[src/rtl/cpu_muldiv_unit_pkg.sv]
// Shared types for the RV32M multiply/divide unit: op encoding and control states.
package pkg_cpu_typedefs;

  // RV32M funct3 encoding; bit 2 set selects the divide family.
  typedef enum logic [2:0] {
    MUL    = 3'b000,
    MULH   = 3'b001,
    MULHSU = 3'b010,
    MULHU  = 3'b011,
    DIV    = 3'b100,
    DIVU   = 3'b101,
    REM    = 3'b110,
    REMU   = 3'b111
  } muldiv_op_e;

  typedef enum logic [1:0] {
    IDLE = 2'd0,
    CALC = 2'd1,
    DONE = 2'd2
  } muldiv_state_e;

endpackage

[src/rtl/cpu_muldiv_unit.sv]
// Iterative RV32M multiply/divide unit: one bit per clock over a shared
// accumulator, shift-add multiply and restoring divide on operand magnitudes.
module cpu_muldiv_unit
  import pkg_cpu_typedefs::*;
#(
  parameter int unsigned DATA_WIDTH = 32,
  parameter int unsigned ADDR_WIDTH = 5
) (
  input  logic                  clk,
  input  logic                  rst_n,
  input  logic                  start,
  input  logic                  flush,
  input  logic [2:0]            funct3,
  input  logic [DATA_WIDTH-1:0] op_a,
  input  logic [DATA_WIDTH-1:0] op_b,
  input  logic [ADDR_WIDTH-1:0] rd_in,
  output logic                  busy,
  output logic                  valid,
  output logic [DATA_WIDTH-1:0] result,
  output logic [ADDR_WIDTH-1:0] rd_out
);

  localparam int unsigned W     = DATA_WIDTH;
  localparam int unsigned P_W   = 2 * DATA_WIDTH;
  localparam int unsigned CNT_W = $clog2(DATA_WIDTH) + 1;

  muldiv_state_e    state;
  muldiv_op_e       op_q;
  logic [W-1:0]     acc_hi;
  logic [W-1:0]     acc_lo;
  logic [W-1:0]     opb_q;
  logic             neg_q;
  logic [CNT_W-1:0] cnt;
  logic [ADDR_WIDTH-1:0] rd_q;

  muldiv_op_e in_op;
  logic       a_signed, b_signed;
  logic       a_neg, b_neg;
  logic [W-1:0] a_mag, b_mag;
  logic       in_is_div, in_is_rem;
  logic       div_zero, div_ovf, special;
  logic       in_neg;
  logic [W-1:0] special_res;

  logic [W:0]   add_a, add_b, add_cin, add_sum;
  logic [W-1:0] step_hi, step_lo;
  logic [CNT_W-1:0] cnt_nxt;
  logic [P_W-1:0] prod_abs, prod_sgn;
  logic [W-1:0] final_res;

  assign in_op     = muldiv_op_e'(funct3);
  assign in_is_div = funct3[2];
  assign in_is_rem = funct3[1];

  // Which operands are treated as signed for the requested op.
  always_comb begin
    a_signed = 1'b0;
    b_signed = 1'b0;
    case (in_op)
      MULH, DIV, REM: begin
        a_signed = 1'b1;
        b_signed = 1'b1;
      end
      MULHSU:  a_signed = 1'b1;
      default: ;
    endcase
  end

  // Operand magnitudes, special-case detection and result sign at latch time.
  always_comb begin
    a_neg    = a_signed & op_a[W-1];
    b_neg    = b_signed & op_b[W-1];
    a_mag    = a_neg ? (W'(0) - op_a) : op_a;
    b_mag    = b_neg ? (W'(0) - op_b) : op_b;
    div_zero = in_is_div && (op_b == '0);
    div_ovf  = a_signed && in_is_div &&
               (op_a == {1'b1, {(W-1){1'b0}}}) && (op_b == {W{1'b1}});
    special  = div_zero | div_ovf;
    if (in_is_div && in_is_rem) in_neg = a_neg;
    else                        in_neg = a_neg ^ b_neg;
    if (div_zero) special_res = in_is_rem ? op_a : {W{1'b1}};
    else          special_res = in_is_rem ? '0 : op_a;
  end

  // One shared adder: accumulate multiplicand, or trial-subtract the divisor.
  always_comb begin
    if (!op_q[2]) begin
      add_a   = {1'b0, acc_hi};
      add_b   = acc_lo[0] ? {1'b0, opb_q} : '0;
      add_cin = '0;
    end else begin
      add_a   = {acc_hi, acc_lo[W-1]};
      add_b   = ~{1'b0, opb_q};
      add_cin = (W+1)'(1);
    end
    add_sum = add_a + add_b + add_cin;
  end

  // Next accumulator state for one iteration.
  always_comb begin
    if (!op_q[2]) begin
      step_hi = add_sum[W:1];
      step_lo = {add_sum[0], acc_lo[W-1:1]};
    end else if (add_sum[W]) begin
      step_hi = add_a[W-1:0];
      step_lo = {acc_lo[W-2:0], 1'b0};
    end else begin
      step_hi = add_sum[W-1:0];
      step_lo = {acc_lo[W-2:0], 1'b1};
    end
    cnt_nxt = cnt + CNT_W'(1);
  end

  // Sign fix-up and word selection of the completed iteration.
  always_comb begin
    prod_abs = {step_hi, step_lo};
    prod_sgn = neg_q ? (P_W'(0) - prod_abs) : prod_abs;
    case (op_q)
      MUL:                 final_res = prod_sgn[W-1:0];
      MULH, MULHSU, MULHU: final_res = prod_sgn[P_W-1:W];
      DIV, DIVU:           final_res = neg_q ? (W'(0) - step_lo) : step_lo;
      default:             final_res = neg_q ? (W'(0) - step_hi) : step_hi;
    endcase
  end

  // Control FSM, operand latch, iteration and registered outputs.
  always_ff @(posedge clk or negedge rst_n) begin
    if (!rst_n) begin
      state  <= IDLE;
      op_q   <= MUL;
      acc_hi <= '0;
      acc_lo <= '0;
      opb_q  <= '0;
      neg_q  <= 1'b0;
      cnt    <= '0;
      rd_q   <= '0;
      busy   <= 1'b0;
      valid  <= 1'b0;
      result <= '0;
      rd_out <= '0;
    end else begin
      valid <= 1'b0;
      case (state)
        IDLE: begin
          if (start && !flush) begin
            op_q   <= in_op;
            acc_hi <= '0;
            acc_lo <= a_mag;
            opb_q  <= b_mag;
            neg_q  <= in_neg;
            cnt    <= '0;
            rd_q   <= rd_in;
            busy   <= 1'b1;
            if (special) begin
              state  <= DONE;
              valid  <= 1'b1;
              result <= special_res;
              rd_out <= rd_in;
            end else begin
              state <= CALC;
            end
          end
        end
        CALC: begin
          if (flush) begin
            state <= IDLE;
            busy  <= 1'b0;
          end else begin
            acc_hi <= step_hi;
            acc_lo <= step_lo;
            cnt    <= cnt_nxt;
            if (cnt_nxt == CNT_W'(W)) begin
              state  <= DONE;
              valid  <= 1'b1;
              result <= final_res;
              rd_out <= rd_q;
            end
          end
        end
        DONE: begin
          state <= IDLE;
          busy  <= 1'b0;
        end
        default: begin
          state <= IDLE;
          busy  <= 1'b0;
        end
      endcase
    end
  end

  // Protocol checks.
  a_start_busy: assert property (@(posedge clk) disable iff (!rst_n) !(start && busy))
    else $warning("cpu_muldiv_unit: start ignored while busy");
  a_valid_pulse: assert property (@(posedge clk) disable iff (!rst_n) valid |=> !valid)
    else $error("cpu_muldiv_unit: valid held longer than one cycle");
  a_busy_idle: assert property (@(posedge clk) disable iff (!rst_n) !(busy && state == IDLE))
    else $error("cpu_muldiv_unit: busy asserted in IDLE");

endmodule

[config.mk]
export PLATFORM = sky130hd
export DESIGN_NAME = cpu_muldiv_unit
export DESIGN_NICKNAME = d
export VERILOG_FILES = /design/src/rtl/cpu_muldiv_unit_pkg.sv /design/src/rtl/cpu_muldiv_unit.sv
export SDC_FILE = /design/constraint.sdc
export NUM_CORES = 1
export LEC_CHECK = 0
export CORE_UTILIZATION = 55
export DETAILED_ROUTE_END_ITERATION = 16
export HOLD_SLACK_MARGIN = 0.06
export PLACE_DENSITY = 0.79
export REMOVE_ABC_BUFFERS = 1
export SYNTH_ARGS = -nofsm -noshare
export SYNTH_HDL_FRONTEND = slang
export SYNTH_SLANG_ARGS = --single-unit
[constraint.sdc]
create_clock -name clk -period 8.5 [get_ports clk]
set_clock_uncertainty 0.05 [all_clocks]
set_input_delay 2.55 -clock clk [delete_from_list [all_inputs] [get_ports clk]]
set_output_delay 2.55 -clock clk [all_outputs]
set_load 0.02 [all_outputs]
==> results of run 1 <==
cell type report:
cell class	instances	area [sq um]
fill	2488	10000
sequential	152	3810
tap	341	427
multi-input combinational	1725	10500
timing repair buffer	145	1380
clock buffer	18	439
inverter	34	128
clock inverter	14	209
power by group through the flow:
stage	combinational (mW)	sequential [mW]	clock, mW
after global placement	2.91	1.06	0
after global routing	3.32	1.09	0.898
after floorplan	2.15	1.04	0
after CTS	2.98	1.06	0.872
after detailed placement	2.95	1.07	0
final	3.05	1.06	0.869
metal layers:
layer,vias to the layer above,wire length [um],GRT usage [%],share of wire [%]
met1,7689,22100,49.4,43
met5,-,0,0,0
met3,142,4400,6.06,8.5
met2,782,23000,58.0,44
met4,0,2360,18.1,4.6
li1,7570,-,-,-
cell families after synthesis:
kind of cell | Yosys count | share of synthesized area [%]
and+or+nand+nor | 805 | 25.2
xor gates and xnor gates | 125 | 7.23
buffers and inverters | 175 | 5.54
DFF | 152 | 25.1
adders and majority gates | 40 | 3.35
AOI/OAI and AO/OA | 667 | 27.4
muxes | 88 | 6.10
metrics by stage:
stage	power, mW	utilization, %	setup TNS [ns]	std cells
after detailed placement	4.02	60.4	0	2397
after CTS	4.90	62.8	0	2429
after floorplan	3.19	-	-44.08	1911
final	4.98	62.8	0	2429
after global routing	5.30	62.8	0	2429
after global placement	3.97	60.4	0	2397
placed cells by master, fill, tap and decap left out, drive strengths merged, types with 10 or more instances in the layout:
cell,n
mux2i,53
a21oi,154
clkbuf,18
nor2b,11
ha,39
nand3,80
o21a,11
mux2,35
nor2,158
a211oi,20
or4,10
xnor2,76
nand2,312
inv,40
and2,18
xor2,49
dfrtp,152
nand2b,11
a221oi,18
nand4,31
nor3,65
and3,24
o211ai,21
buf,32
or3,28
clkdlybuf4s50,113
o21ai,267
o31ai,23
nor4,16
a31oi,28
a21o,15
sequential cells by signal, summed over array words and instances, names as in the netlist:
name / flops
busy: 1
acc_lo: 32
op_q: 3
valid: 1
state: 2
rd_out: 5
acc_hi: 32
rd_q: 5
neg_q: 1
result: 32
opb_q: 32
cnt: 6
worst max path at each step:
stage	startpoint	end	slack, ns
6_report	op_q[2]$_DFFE_PN0P_	result[16]$_DFFE_PN0P_	1.00
2_1_floorplan	op_q[2]$_DFFE_PN0P_	result[28]$_DFFE_PN0P_	-1.93
4_1_cts	op_q[2]$_DFFE_PN0P_	result[18]$_DFFE_PN0P_	1.21
3_5_place_dp	op_q[2]$_DFFE_PN0P_	result[18]$_DFFE_PN0P_	1.24
3_3_place_gp	op_q[2]$_DFFE_PN0P_	result[16]$_DFFE_PN0P_	1.50
5_1_grt	op_q[2]$_DFFE_PN0P_	result[16]$_DFFE_PN0P_	0.74
critical path, stage by stage, from the launching register on:
cell and delay (ns):
dfrtp_4 0.62, inv_2 0.58, o21ai_0 0.20, ha_1 0.21
a21o_1 0.21, fa_1 0.44, a211oi_2 0.27, o211ai_1 0.23
a211o_2 0.41, and4_2 0.29, o211ai_2 0.53, nor2_2 0.25
nor2_1 0.23, ha_1 0.26, o211ai_1 0.14, or3_1 0.48
nor2_1 0.27, and2_1 0.23, nand2_1 0.38, nand4_1 0.24
o211ai_1 0.11, nor4_1 0.46, o21ai_1 0.14, a21oi_1 0.15
==> flow_summary.ini, run 1 <==
[synth]
synthTopCellsByArea = dfrtp_1 (25%), o21ai_0 (8.3%), nand2_1 (7.7%), a21oi_1 (5.0%), xnor2_1 (4.4%)
ys_types = 105
syn_avg_cell_area_sq_um = 7.38
synthFlopType = dfrtp_1
netlist.area_leader.share_pct = 25.1
syn_inst = 2052
synth.most_common_cell = nand2_1
yosysSeqAreaShare_pct = 25.1
syn_area_sq_um = 15100
ys_ff_latch = 152
async_flop_share_pct = 100
yosysWarnings = 0
netlist_top_cells_count = nand2_1 (312), o21ai_0 (252), nor2_1 (157)
synth_edf_count = 0
synth_largest_area_cell = dfrtp_1

[placement]
pre_cts_ws_ns = 1.24
portBuffers = 114
hpwl_mm = 37.9
dpl_cell_area_sq_um = 16300
gp_congestion = 0.954

[die]
die_h_um = 168
rows = 60
dieArea_sq_um = 28200
die_w_um = 168
io_pins = 115
start_util_pct = 56.2
core_area_sq_um = 27000

[cells_and_area]
design_area_sq_um = 16900
drive_gt1_share_pct = 7.33
synthToLayoutAreaGrowth_pct = 11.7
nNetsFinal = 2191
num_antenna_cells = 0

[power_and_ir_drop]
p_clk_share_pct = 17.4
sw_frac_of_total_pct = 50.2
internal_power_mw = 2.48
pwr_density_cell_nw_per_um2 = 294
peakVddDrop_mv = 0.217
switchingPower_mw = 2.50
pwr-share-seq_pct = 21.4
leakage_nw = 6.70
comb_power_share_pct = 61.2

[hold_path]
min_path_cells = 2
holdCritPathClass = flip-flop to flip-flop
hold_path_end = rd_q[0]$_DFFE_PN0P_
holdCritStartpoint = rd_q[0]$_DFFE_PN0P_

[critical_path]
required_ns = 8.83
rrSetupSlack_ns = 1.00
crit_type = flip-flop to flip-flop
rr_worst_depth = 23
r2r_end = result[16]$_DFFE_PN0P_
cp-start-kind = flip-flop
r2r_start = op_q[2]$_DFFE_PN0P_
end_kind = flip-flop
critPathMaxFanout = 42
worst_ep_arrival_time_ns = 7.82

[timing]
tightestPinTransition_ns = 1.19
max_slew_margin_pct = 20.4
period_minus_slack_ns = 7.50
period_share_pct = 88.2
slew_violations = 0
finalSetupViolCount = 0
fin_ws_ns = 1.00
rsz0062_at_grt = false
fmax_mhz = 133
hold_slack_ns = 0.430
hold_viol_final = 0

[grt]
antenna_found_initial = 1
grt_use_total_pct = 36.9
gr-total-overflow = 0
grt_pass1_wl_mm = 81.9
grt_pass1_vias = 15176
grt_max_degree = 82

[clock_tree]
cts_buffers = 17
clk_pin_slew_ns = 0.07
cts-htree-levels = 4
cts.sinks = 152
post_cts_buffers = 0
holdBufCountCts = 0
cts_tree = built
post_cts_resize_count = 0
max-clock-path-buffers = 2
clk_latency_ns = 0.46
clock-root-buffer = clkbuf_16

[detailed_routing]
dr_total_vias = 16183
wl_mm = 51.8
drc = 0
first_pass_iters = 5
avgViaCountPerCell = 6.66
avgRoutedWirePerCell_um = 21.3
first_iter_violations = 1918
drt.antenna.violating_nets = 0

[status]
status = finished, final reports clean

[run]
drv_cap = 0
Power figures use the tool's default switching activity.
==> run 2, diff against run 1 <==
Settings changed: CTS_CLUSTER_DIAMETER set to 100.
==> results of run 2 <==
Same layout as run 1: the final DEF is identical, and so are final timing and power.
